## config.mk

```make
export PLATFORM = sky130hd
export DESIGN_NAME = led_blink_monitor
export DESIGN_NICKNAME = d
export VERILOG_FILES = /design/src/rtl/led_mon_pkg.sv /design/src/rtl/sync_edge_det.sv /design/src/rtl/led_blink_monitor.sv
export SDC_FILE = /design/constraint.sdc
export NUM_CORES = 1
export LEC_CHECK = 0
export ABC_AREA = 0
export BUFFER_PORTS_ARGS = -buffer_cell sky130_fd_sc_hd__buf_2
export CAP_MARGIN = 0
export CORE_MARGIN = 3
export CORE_UTILIZATION = 65
export CTS_BUF_LIST = sky130_fd_sc_hd__clkbuf_2 sky130_fd_sc_hd__clkbuf_4 sky130_fd_sc_hd__clkbuf_8
export DETAILED_ROUTE_END_ITERATION = 16
export PLACE_DENSITY_LB_ADDON = 0.2
export SYNTH_ARGS = -nofsm -noshare
export SYNTH_HDL_FRONTEND = slang
export SYNTH_SLANG_ARGS = --single-unit
```

## constraint.sdc

```tcl
create_clock -name clk -period 4.2 [get_ports clk]
set_input_delay 0.42 -clock clk [delete_from_list [all_inputs] [get_ports clk]]
set_output_delay 0.42 -clock clk [all_outputs]
set_load 0.01 [all_outputs]
```

## src/rtl/led_mon_pkg.sv

```systemverilog
// Shared constants and state encoding for the LED blink monitor.
package led_mon_pkg;

  localparam int unsigned DEF_CNT_W   = 29;
  localparam int unsigned DEF_TIMEOUT = 100_000_000;
  localparam int unsigned EDGE_W      = 16;

  localparam logic [2:0] ST_IDLE     = 3'd0;
  localparam logic [2:0] ST_FIRST_HI = 3'd1;
  localparam logic [2:0] ST_FIRST_LO = 3'd2;
  localparam logic [2:0] ST_HIGH     = 3'd3;
  localparam logic [2:0] ST_LOW      = 3'd4;
  localparam logic [2:0] ST_STUCK    = 3'd5;

  typedef enum logic [2:0] {
    S_IDLE     = ST_IDLE,
    S_FIRST_HI = ST_FIRST_HI,
    S_FIRST_LO = ST_FIRST_LO,
    S_HIGH     = ST_HIGH,
    S_LOW      = ST_LOW,
    S_STUCK    = ST_STUCK
  } state_e;

endpackage

```

## src/rtl/sync_edge_det.sv

```systemverilog
// Two-flop synchronizer for an asynchronous line plus one delay stage
// for single-cycle rise/fall detection on the synchronized level.
module sync_edge_det (
  input  logic clk,
  input  logic rst_n,
  input  logic d,
  output logic level,
  output logic rise,
  output logic fall
);

  logic s1_q, s2_q, s3_q;

  always_ff @(posedge clk or negedge rst_n) begin
    if (!rst_n) begin
      s1_q <= 1'b0;
      s2_q <= 1'b0;
      s3_q <= 1'b0;
    end else begin
      s1_q <= d;
      s2_q <= s1_q;
      s3_q <= s2_q;
    end
  end

  assign level = s2_q;
  assign rise  = s2_q & ~s3_q;
  assign fall  = ~s2_q & s3_q;

endmodule

```

## src/rtl/led_blink_monitor.sv

```systemverilog
// Measures period and high time of an asynchronous blink line in clk cycles
// and flags a line that shows no edge for TIMEOUT cycles.
module led_blink_monitor
  import led_mon_pkg::*;
#(
  parameter int unsigned CNT_W   = DEF_CNT_W,
  parameter int unsigned TIMEOUT = DEF_TIMEOUT
) (
  input  logic             clk,
  input  logic             rst_n,
  input  logic             led_in,
  input  logic             clr,
  output logic [CNT_W-1:0] period,
  output logic [CNT_W-1:0] high_time,
  output logic             meas_valid,
  output logic             stuck,
  output logic             stuck_level,
  output logic [15:0]      edge_cnt
);

  localparam logic [CNT_W-1:0] CNT_MAX   = {CNT_W{1'b1}};
  localparam logic [CNT_W-1:0] IDLE_MAX  = CNT_W'(TIMEOUT);
  localparam logic [CNT_W-1:0] IDLE_LAST = CNT_W'(TIMEOUT - 1);

  logic level, rise, fall, any_edge, timeout_hit;

  state_e              state_q, state_d;
  logic [CNT_W-1:0]    per_cnt_q, per_cnt_d;
  logic [CNT_W-1:0]    idle_cnt_q, idle_cnt_d;
  logic [EDGE_W-1:0]   edge_cnt_q, edge_cnt_d;
  logic [CNT_W-1:0]    period_q, period_d;
  logic [CNT_W-1:0]    high_time_q, high_time_d;
  logic                meas_valid_q, meas_valid_d;
  logic                stuck_q, stuck_d;
  logic                stuck_level_q, stuck_level_d;

  sync_edge_det u_sync (
    .clk   (clk),
    .rst_n (rst_n),
    .d     (led_in),
    .level (level),
    .rise  (rise),
    .fall  (fall)
  );

  assign any_edge    = rise | fall;
  assign timeout_hit = (state_q != S_STUCK) && !any_edge && (idle_cnt_q == IDLE_LAST);

  // Free-running measurement counters; both saturate so overflow reads as a ceiling.
  always_comb begin
    per_cnt_d  = per_cnt_q;
    idle_cnt_d = idle_cnt_q;
    edge_cnt_d = edge_cnt_q;
    if (clr) begin
      per_cnt_d  = '0;
      idle_cnt_d = '0;
      edge_cnt_d = '0;
    end else begin
      if (rise) begin
        per_cnt_d = CNT_W'(1);
      end else if (per_cnt_q != CNT_MAX) begin
        per_cnt_d = per_cnt_q + CNT_W'(1);
      end
      if (any_edge) begin
        idle_cnt_d = '0;
      end else if (idle_cnt_q != IDLE_MAX) begin
        idle_cnt_d = idle_cnt_q + CNT_W'(1);
      end
      if (rise) begin
        edge_cnt_d = edge_cnt_q + EDGE_W'(1);
      end
    end
  end

  // Next-state and measurement capture.
  always_comb begin
    state_d       = state_q;
    period_d      = period_q;
    high_time_d   = high_time_q;
    meas_valid_d  = 1'b0;
    stuck_d       = stuck_q;
    stuck_level_d = stuck_level_q;

    if (clr) begin
      state_d       = S_IDLE;
      period_d      = '0;
      high_time_d   = '0;
      stuck_d       = 1'b0;
      stuck_level_d = 1'b0;
    end else begin
      unique case (state_q)
        S_IDLE: begin
          if (rise) state_d = S_FIRST_HI;
        end
        S_FIRST_HI: begin
          if (fall) begin
            state_d     = S_FIRST_LO;
            high_time_d = per_cnt_q;
          end
        end
        S_FIRST_LO, S_LOW: begin
          if (rise) begin
            state_d      = S_HIGH;
            period_d     = per_cnt_q;
            meas_valid_d = 1'b1;
          end
        end
        S_HIGH: begin
          if (fall) begin
            state_d     = S_LOW;
            high_time_d = per_cnt_q;
          end
        end
        S_STUCK: begin
          if (rise) begin
            state_d = S_FIRST_HI;
            stuck_d = 1'b0;
          end else if (fall) begin
            state_d = S_IDLE;
            stuck_d = 1'b0;
          end
        end
        default: state_d = S_IDLE;
      endcase

      // An edge in the same cycle always wins over the timeout.
      if (timeout_hit) begin
        state_d       = S_STUCK;
        stuck_d       = 1'b1;
        stuck_level_d = level;
      end
    end
  end

  always_ff @(posedge clk or negedge rst_n) begin
    if (!rst_n) begin
      state_q       <= S_IDLE;
      per_cnt_q     <= '0;
      idle_cnt_q    <= '0;
      edge_cnt_q    <= '0;
      period_q      <= '0;
      high_time_q   <= '0;
      meas_valid_q  <= 1'b0;
      stuck_q       <= 1'b0;
      stuck_level_q <= 1'b0;
    end else begin
      state_q       <= state_d;
      per_cnt_q     <= per_cnt_d;
      idle_cnt_q    <= idle_cnt_d;
      edge_cnt_q    <= edge_cnt_d;
      period_q      <= period_d;
      high_time_q   <= high_time_d;
      meas_valid_q  <= meas_valid_d;
      stuck_q       <= stuck_d;
      stuck_level_q <= stuck_level_d;
    end
  end

  assign period      = period_q;
  assign high_time   = high_time_q;
  assign meas_valid  = meas_valid_q;
  assign stuck       = stuck_q;
  assign stuck_level = stuck_level_q;
  assign edge_cnt    = edge_cnt_q;

endmodule

```

Word-level counts from Yosys, hierarchy flattened. Cells that the tools add are included.

Output and inout bits: 77. Register bits after elaboration: 141.

Eq/ne operators: 14. Add/subtract/negate cells: 3. Mux-type cells: 33. Reduce and logical (&&, ||, !) cells: 19. Bitwise operators: 5.

Operators by type and width (count): $mux W29 (12); $add A29 B1 Y29 const B (2); $mux W16 (2); $eq A29 B27 Y1 const B (1); $ne A29 B27 Y1 const B (1); $ne A29 B29 Y1 const B (1); $mux W3 (8); $add A16 B1 Y16 const B (1); $ne A4 B4 Y1 const B (4); $pmux W3 S5 (1); $mux W1 (10); $reduce_bool A2 Y1 (5); $reduce_bool A3 Y1 (3); $eq A3 B2 Y1 const B (2); $eq A3 B3 Y1 const B (2); $reduce_and A2 Y1 (3); $ne A5 B5 Y1 const B (1); $reduce_and A5 Y1 (1); $reduce_bool A4 Y1 (1); $reduce_or A2 Y1 (2); $eq A3 B1 Y1 const B (1); $logic_not A3 Y1 (1); $ne A3 B3 Y1 const B (1); $and A1 B1 Y1 (2); 4 further kinds (6).

Logic depth before layout (Yosys ltp). Gate-level depths: netlist (run 1).

Depth after elaboration: 8. Depth in mapped cells: 9.

By module. From an unflattened synthesis (run 1), not the netlist that was laid out.

Cells, all modules: 759. Area, all modules: 7036.7 µm².

By module, submodules not included: led_blink_monitor (area each 6946.7 µm², instances 1, cells each 754); sync_edge_det (area each 90.1 µm², instances 1, cells each 5).

Worst setup path before layout (run 1). No wires, ideal clock.

Kind: register to register. Start: reg u_sync.s2_q (netlist: u_sync.level). End: reg per_cnt_q[23]. Required time: 4.070 ns. Arrival: 2.171 ns. Path buffers: 2. Cell stages (with the launch flop): 9. Setup slack: 1.898 ns. Setup time: 0.130 ns. Path through: dfrtp_1 ha_1 or2_1 clkbuf_2 or4_4 o31ai_4 buf_6 nor4_2 mux2i_1.

Cells in the longest elaborated chain, start to end: 3.

RTL lines: start, declared (line sync_edge_det.sv:12) `logic s1_q, s2_q, s3_q;`; start signal, assigned (line sync_edge_det.sv:21) `s2_q <= s1_q;`; $and A1 B1 Y1 (*) (line sync_edge_det.sv:27) `assign rise = s2_q & ~s3_q;`; $mux W29 (line led_blink_monitor.sv:59) `if (rise) begin`; $mux W29 (line led_blink_monitor.sv:54) `if (clr) begin`; end signal, assigned (line led_blink_monitor.sv:148) `per_cnt_q <= per_cnt_d;`; end, declared (line led_blink_monitor.sv:28) `logic [CNT_W-1:0] per_cnt_q, per_cnt_d;`.

Every way passes the cells marked *; elsewhere a longest branch is shown, timed or not. A chain may end at the register's enable or synchronous reset.

Final worst setup path (run 1).
Start: reg u_sync.s2_q (netlist: u_sync.level). End: reg per_cnt_q[4].

Same word-level chain as after synthesis.

==> results of run 1 <==
final timing paths:
path / start / end / cells after the start
hold reg to reg: u_sync.s1_q / u_sync.level / 0
min in group clk: led_in / u_sync.s1_q / 1
hold / removal: rst_n / period[10] / 1
max in group asynchronous: rst_n / high_time[25] / 2
setup / recovery: u_sync.level / per_cnt_q[4] / 5
setup reg to reg: u_sync.level / per_cnt_q[4] / 5
routing by layer:
layer,wire (um),up-vias
li1,-,2605
met1,6190,2676
met2,7660,183
met3,743,25
met4,246,0
met5,0,-
logic make-up after synthesis:
logic type | synth area share
buffers and inverters | 0.0305
muxes | 0.0107
DFF | 0.531
AOI/OAI and AO/OA | 0.103
xor gates and xnor gates | 0.0567
and+or+nand+nor | 0.257
adders and majority gates | 0.0113
Yosys cell counts, types with 3 or more instances:
| library cell | n | share of area |
|---|---|---|
| inv_1 | 9 | 0.0051 |
| a21oi_1 | 79 | 0.059 |
| o21ai_0 | 12 | 0.0090 |
| nand3_1 | 31 | 0.023 |
| nor3_1 | 9 | 0.0068 |
| o31ai_1 | 5 | 0.0056 |
| dfrtp_1 | 141 | 0.53 |
| xor2_1 | 30 | 0.040 |
| or4_1 | 8 | 0.0090 |
| mux2i_1 | 6 | 0.0090 |
| or3_1 | 12 | 0.011 |
| nor4b_1 | 4 | 0.0053 |
| a31oi_1 | 8 | 0.0075 |
| ha_1 | 6 | 0.011 |
| clkbuf_1 | 33 | 0.019 |
| and4_1 | 10 | 0.013 |
| nor4_2 | 3 | 0.0056 |
| nand2_1 | 151 | 0.085 |
| a211oi_1 | 3 | 0.0034 |
| and2_1 | 4 | 0.0038 |
| nor4_1 | 5 | 0.0047 |
| xnor2_1 | 13 | 0.017 |
| and3_1 | 8 | 0.0075 |
| nor2b_1 | 5 | 0.0047 |
| nor2_1 | 62 | 0.035 |
| nand4_1 | 27 | 0.025 |
through the flow:
step | hold WS (ns) | power [W] | utilization
3_3_place_gp | 0.335 | 0.00152 | 0.717
5_1_grt | 0.0698 | 0.00267 | 0.758
4_1_cts | 0.0596 | 0.00261 | 0.758
6_report | 0.0803 | 0.00259 | 0.758
2_1_floorplan | 0.124 | 0.00147 | -
3_5_place_dp | 0.346 | 0.00152 | 0.717
worst max-delay path, stage by stage, from the launching register on:
cell and delay, ns:
dfrtp_1 0.42, ha_1 0.41, or2_1 0.60, nor4_1 1.04, nand3_1 0.32, a211oi_1 0.33
where the power goes:
group | leakage, nW | total, W | internal, W | switching (W)
clock network | 0.199 | 0.00109 | 0.000585 | 0.000510
logic | 1.20 | 0.000112 | 0.0000241 | 0.0000878
registers | 1.96 | 0.00138 | 0.00137 | 0.0000155
registers in the layout (all words and copies together) (netlist names):
signal and count:
per_cnt_q 29, period 29, stuck 1, u_sync.level 1
edge_cnt 16, u_sync.s1_q 1, state_q 3, stuck_level 1
high_time 29, u_sync.s3_q 1, meas_valid 1, idle_cnt_q 29
layout make-up:
| class | instances | area (um2) | area share |
|---|---|---|---|
| sequential | 141 | 3530 | 0.472 |
| multi-input combinational | 527 | 2910 | 0.390 |
| timing repair buffer | 83 | 429 | 0.0574 |
| clock buffer | 21 | 289 | 0.0387 |
| tap | 133 | 166 | 0.0223 |
| clock inverter | 11 | 115 | 0.0154 |
| inverter | 9 | 33.8 | 0.00452 |
==> out/qor.csv, run 1 <==
metric;value;unit
die height;107;um
number of buffers created by CTS;17;
GR Util met2;0.465;
Synth cell types;52;
Area Overhead vs Synth;12.5;%
VDD IR-drop max;0.000253;V
final setup skew;0.0103;ns
Hold Buf Count CTS;0;
Routed WL;14800;um
Mapped Nets;727;
Ant. Diodes;0;
clk sinks;141;
RSZ-0062 raised after global routing;no;
final net count;789;
first drt pass iteration count;5;
post-layout minimum cycle time;3.22;ns
aggregate global routing overflow;0;
Row Count;36;
post-CTS setup buffers;0;
DIE AREA;11500;um2
dpl cells;893;
R2R Setup Slk;0.98;ns
Peak Freq;310;MHz
drt drc;0;
DR vias/cell;5.93;
Synth Flop Type;dfrtp_1;
Netlist Area Pre-Place;6650;um2
placed cell area;7070;um2
EDFF count, synth;0;
Die W;107;um
sequential fraction of the synthesis area;0.531;
fill count;710;
initial antenna violation count;0;
CTS clk-pin slew, worst paths;0.07;ns
CTS resizes;0;
post-synthesis area per instance;9.27;um2
H-Tree Depth;4;
CTS root buffer;clkbuf_8;
Finished Layout Cells;925;
CP endpoint kind;register;
post-DR wirelength/cell;16.0;um
Fin. Hold Viols;0;
share of cells above drive strength 1;0.157;
total number of vias;5489;
dpl ws;1.10;ns
fin crit share;0.767;
CTS tree;yes;
Hold WC Path Type;input port to async pin;
FF+latch count, synth;141;
post-route cell area;7480;um2
kind of critical path;register to register;
post-route ant nets;0;
MaxCap Viol Count;0;
Setup-failing EPs final;0;
met1 GRT Util;0.352;
I/O pins;81;
Slew headroom;0.245;
actual slew at the worst max-slew pin;1.13;ns
GPL Wtd Cong;0.860;
CP required;4.53;ns
M3 GR Usage;0.0548;
GRT Overall Usage;0.274;
Initial Utilization;0.674;
most common library cell in the layout ignoring fill and taps;nand2_1;
cell area power density;346;nW/um2
static leakage;3.36;nW
post-synthesis async set-or-reset flop share;1.00;
number of I/O port buffers;80;
vias in the first global route;5457;
Worst setup SP type;register;
DP HPWL;9580;um
most frequent cells in the layout;151 x nand2_1, 141 x dfrtp_1, 79 x a21oi_1, 79 x buf_2, 62 x nor2_1;
drt initial violations;329;
largest net degree at the start of global routing;110;
cell count after synthesis;717;
Max Root-Sink Buffers;2;
Skew-Pair Late Insertion Delay;0.44;ns
status;complete, no violations;
PnR worst setup slack;0.977;ns
Ys Warns;0;
GRT busiest layer;met2;
first-pass GRT wire length;25400;um
final max-slew violation count;0;
CP arrival;3.56;ns
CP max FO;24;
core area;9860;um2
final setup TNS;0;ns
Power figures use the tool's default switching activity.
==> run 2: changes to the inputs <==
Settings changed: CORE_UTILIZATION 65 to 54.
Clock period 4.2 ns to 2.8 ns, I/O delays scaled along.
==> out/qor.csv, run 2 (synthesis results as in run 1) <==
metric;value;unit;change
DP HPWL;10300;um;+7.8%
drt initial violations;365;;+11%
sequential power share;0.529;;-0.005
most frequent cells in the layout;151 x nand2_1, 141 x dfrtp_1, 79 x a21oi_1, 79 x buf_2, 62 x nor2_1;;
final max-slew violation count;0;;unchanged
initial antenna violation count;0;;unchanged
final net count;807;;+2.3%
Max Root-Sink Buffers;2;;unchanged
final setup TNS;0;ns;unchanged
VDD IR-drop max;0.000287;V;+14%
aggregate global routing overflow;0;;unchanged
number of buffers created by CTS;17;;unchanged
Fin. Hold Viols;0;;unchanged
RSZ-0062 raised after global routing;no;;
DIE AREA;13700;um2;+19%
CTS clk-pin slew, worst paths;0.08;ns;about the same
CTS root buffer;clkbuf_8;;
total number of vias;5468;;-0.38%
MaxCap Viol Count;0;;unchanged
Worst setup SP type;register;;
P_sw;0.000918;W;+50%
die height;117;um;+9.2%
post-CTS setup buffers;0;;unchanged
Initial Utilization;0.567;;-0.106
Hold WC Path Type;input port to async pin;;
status;complete, no violations;;
Peak Freq;415;MHz;+34%
GPL Wtd Cong;0.914;;+6.3%
Skew-Pair Late Insertion Delay;0.45;ns;about the same
CP max-delay cell;or4_4;;
vias in the first global route;5237;;-4.0%
post-layout minimum cycle time;2.41;ns;-0.816 ns
Die W;117;um;+9.2%
kind of critical path;register to register;;
switching part of the total;0.234;;-0.00260
drt drc;0;;unchanged
H-Tree Depth;4;;unchanged
clk sinks;141;;unchanged
Comb pwr share;0.048;;+0.005
Slew headroom;0.461;;+0.216
final setup skew;0.0106;ns;+0.000291 ns
I/O pins;81;;unchanged
CP max FO;15;;-38%
internal power;0.00300;W;+52%
GRT Overall Usage;0.237;;-0.0371
most common library cell in the layout ignoring fill and taps;nand2_1;;
Routed WL;15100;um;+1.5%
largest net degree at the start of global routing;51;;-54%
Cell Chain, Critical Path;ha_1 > or2_1 > or4_4 > o31ai_4 > or4_1 > a21oi_1;;
cell area power density;513;nW/um2;+48%
Row Count;39;;+8.3%
first-pass GRT wire length;25400;um;about the same
Setup-failing EPs final;0;;unchanged
total power;0.00392;W;+51%
post-route ant nets;0;;unchanged
Ant. Diodes;0;;unchanged
fill count;1001;;+41%
Area Overhead vs Synth;15.0;%;
Clk network pwr share;0.424;;about the same
static leakage;3.46;nW;+2.8%
first drt pass iteration count;5;;unchanged
CP arrival;2.73;ns;-0.83 ns
R2R Setup Slk;0.39;ns;-0.58 ns
number of I/O port buffers;80;;unchanged
CP peak stage delay;0.61;ns;-0.43 ns
core area;11700;um2;+19%
CTS tree;yes;;
CP required;3.13;ns;-1.40 ns
CP endpoint kind;register;;
post-DR wirelength/cell;15.8;um;-1.4%
DR vias/cell;5.74;;-3.2%
fin util;0.652;;-0.106
actual slew at the worst max-slew pin;0.808;ns;-0.322 ns
fin crit share;0.860;;+0.0923
share of cells above drive strength 1;0.172;;+0.0153
[run 2: changes by cell type in the layout (fill, tap and decap cells not counted), sizes merged]
cell         change
bufinv           +1
clkinv           +1
clkinvlp         -1
clkbuf           -2
buf             +16
dlygate4sd3      +2
[run 2: routing by layer]
layer	vias to the layer above	global-route usage	routed length, um
met2	147	0.384	7540
met3	24	0.0545	772
met1	2655	0.310	6490
li1	2642	-	-
met5	-	0	0
met4	0	0.0986	255
[run 2: path summary, 6_finish.rpt]
check,cells past startpoint,startpoint,end
min in group clk,0,u_sync.s1_q,u_sync.level
worst min register to register,0,u_sync.s1_q,u_sync.level
worst max-delay path,6,u_sync.level,per_cnt_q[25]
worst max register to register,6,u_sync.level,per_cnt_q[25]
max in group asynchronous,3,rst_n,idle_cnt_q[8]
worst min-delay path,2,rst_n,period[7]
[run 2: what timing repair did]
| item | 4_1_cts | 5_1_grt |
|---|---|---|
| resized for setup | 0 | 0 |
| endpoints found under the hold margin | 38 | 0 |
| hold buffers | 2 | 0 |
| setup endpoints to repair | 0 | 0 |
[run 2: power by group through the flow]
stage                     Combinational (W)  Sequential [W]  Clock, W
after floorplan                    0.000106         0.00210         0
after global placement             0.000184         0.00211         0
after detailed placement           0.000189         0.00211         0
after CTS                          0.000192         0.00207   0.00170
after global routing               0.000213         0.00207   0.00178
final                              0.000187         0.00207   0.00166
[run 2: worst max-delay path, delay by kind of cell (launching register included)]
family          cells  cell delay [ns]
simple gates        3             1.03
flops               1             0.42
compound gates      2             0.61
fa+ha+maj           1             0.22
[run 2: final cells by class]
class                   instances  area (um2)  area share
clock buffers                  19         255      0.0334
clock inverters                12         146      0.0192
repair buffers                101         582      0.0762
inverters                       9        33.8     0.00442
flip-flops and latches        141        3530       0.462
well taps                     143         179      0.0234
multi-input cells             527        2910       0.381
[run 2: metrics by stage]
| stage | instances | area, um2 | worst slack, ns | hold WS [ns] |
|---|---|---|---|---|
| floorplan | 717 | 6650 | 0.498 | -0.0156 |
| global placement | 919 | 7220 | 0.512 | 0.214 |
| detailed placement | 919 | 7220 | 0.400 | 0.216 |
| CTS | 952 | 7640 | 0.399 | 0.294 |
| global route | 952 | 7640 | 0.269 | 0.314 |
| finish | 952 | 7640 | 0.393 | 0.301 |
==> run 3: changes to the inputs <==
Settings changed: CORE_UTILIZATION 54 to 60.
Clock period 2.8 ns to 2.26 ns, I/O delays scaled along.
==> out/qor.csv, run 3 (synthesis results as in run 1) <==
metric;value;unit;change
Hold WC Path Type;input port to register;;
DR vias/cell;5.80;;+0.96%
GRT busiest layer;met2;;
GPL Wtd Cong;0.853;;-6.7%
post-DR wirelength/cell;15.6;um;-1.1%
most frequent cells in the layout;151 x nand2_1, 141 x dfrtp_1, 79 x a21oi_1, 79 x buf_2, 62 x nor2_1;;
Slew headroom;0.695;;+0.234
fill count;811;;-19%
largest net degree at the start of global routing;52;;+2.0%
Initial Utilization;0.630;;+0.0621
CP arrival;2.53;ns;-0.20 ns
VDD IR-drop max;0.000307;V;+6.7%
first drt pass iteration count;5;;unchanged
final max-slew violation count;0;;unchanged
post-layout minimum cycle time;2.18;ns;-0.231 ns
Comb pwr share;0.053;;+0.005
number of I/O port buffers;80;;unchanged
post-CTS setup buffers;0;;unchanged
PnR worst setup slack;0.0842;ns;-0.309 ns
RSZ-0062 raised after global routing;no;;
CP required;2.62;ns;-0.51 ns
Clk network pwr share;0.376;;-0.048
final net count;826;;+2.4%
Die W;111;um;-4.9%
clk sinks;141;;unchanged
final setup TNS;0;ns;unchanged
CTS tree;yes;;
share of cells above drive strength 1;0.187;;+0.0151
GR Util met2;0.445;;+0.0610
CTS root buffer;clkbuf_8;;
CP max FO;5;;-10
initial antenna violation count;0;;unchanged
post-route ant nets;0;;unchanged
Hold Buf Count CTS;2;;unchanged
Finished Layout Cells;960;;+0.84%
total power;0.00450;W;+15%
DP HPWL;10500;um;+1.2%
I/O pins;81;;unchanged
Row Count;37;;-5.1%
actual slew at the worst max-slew pin;0.457;ns;-0.351 ns
number of buffers created by CTS;17;;unchanged
Fin. Hold Viols;0;;unchanged
most common library cell in the layout ignoring fill and taps;nand2_1;;
cell area power density;584;nW/um2;+14%
GRT Overall Usage;0.259;;+0.0214
switching part of the total;0.229;;-0.00554
aggregate global routing overflow;0;;unchanged
die height;111;um;-4.9%
kind of critical path;register to register;;
first-pass GRT wire length;26700;um;+5.3%
vias in the first global route;5651;;+7.9%
H-Tree Depth;4;;unchanged
DIE AREA;12400;um2;-9.5%
Max Root-Sink Buffers;2;;unchanged
CP endpoint kind;register;;
sequential power share;0.571;;+0.042
final setup skew;0.00737;ns;-0.00318 ns
CTS resizes;0;;unchanged
Worst setup SP type;register;;
r2r worst-path depth;6;;unchanged
M3 GR Usage;0.0480;;-0.00646
met1 GRT Util;0.326;;+0.0166
dpl ws;0.105;ns;-0.295 ns
Skew-Pair Late Insertion Delay;0.43;ns;-0.02 ns
hold-critical path depth;4;;
CTS clk-pin slew, worst paths;0.07;ns;about the same
placed cell area;7360;um2;+2.0%
Routed WL;15000;um;-0.30%
Area Overhead vs Synth;15.9;%;
Peak Freq;460;MHz;+11%
drt initial violations;437;;+20%
core area;10600;um2;-9.9%
Ant. Diodes;0;;unchanged
Setup-failing EPs final;0;;unchanged
internal power;0.00347;W;+16%
MaxCap Viol Count;0;;unchanged
fin crit share;0.963;;+0.103
P_sw;0.00103;W;+12%
drt drc;0;;unchanged
dpl cells;931;;+1.3%
status;complete, no violations;;
post-route cell area;7700;um2;+0.85%
static leakage;3.53;nW;+2.3%
total number of vias;5567;;+1.8%
==> run 3: routing by layer <==
| layer | part of all wire | wire (um) | vias up |
|---|---|---|---|
| li1 | - | - | 2682 |
| met1 | 0.42 | 6300 | 2725 |
| met2 | 0.52 | 7800 | 137 |
| met3 | 0.044 | 655 | 23 |
| met4 | 0.017 | 257 | 0 |
| met5 | 0 | 0 | - |
==> run 3: layout make-up <==
type                            count  area (um2)  share of cell area
Timing Repair Buffer              120         737              0.0957
Inverter                            9        33.8             0.00439
Multi-Input combinational cell    527        2910               0.378
Clock inverter                      3        15.0             0.00195
Clock buffer                       24         305              0.0396
Tap cell                          136         170              0.0221
Sequential cell                   141        3530               0.458
==> run 3: worst max-delay path, stage by stage, from the launching register on <==
cell and delay (ns):
dfrtp_1 0.39, ha_1 0.20, or2_1 0.22, or4_4 0.60
o31a_1 0.36, nand4_1 0.13, mux2i_1 0.20
==> run 3: stage by stage <==
step / hold WS [ns] / utilization
final: 0.203 / 0.730
after global routing: 0.221 / 0.730
after CTS: 0.185 / 0.730
after detailed placement: 0.123 / 0.698
after global placement: 0.120 / 0.698
after floorplan: -0.0696 / -
==> run 3: final timing paths <==
| kind | from | to | slack (ns) |
|---|---|---|---|
| worst min-delay path | clr | idle_cnt_q[1] | 0.20 |
| worst min register to register | u_sync.s1_q | u_sync.level | 0.37 |
| worst max-delay path | u_sync.level | per_cnt_q[13] | 0.08 |
| max in group asynchronous | rst_n | idle_cnt_q[6] | 1.30 |
| min in group asynchronous | rst_n | high_time[10] | 0.23 |
| worst max register to register | u_sync.level | per_cnt_q[13] | 0.08 |
==> run 3: power groups by stage <==
stage          clock network (W)  registers, W  logic [W]
6_report                 0.00169       0.00257   0.000239
5_1_grt                  0.00186       0.00257   0.000273
4_1_cts                  0.00173       0.00257   0.000244
3_5_place_dp                   0       0.00261   0.000240
3_3_place_gp                   0       0.00261   0.000233
2_1_floorplan                  0       0.00261   0.000132
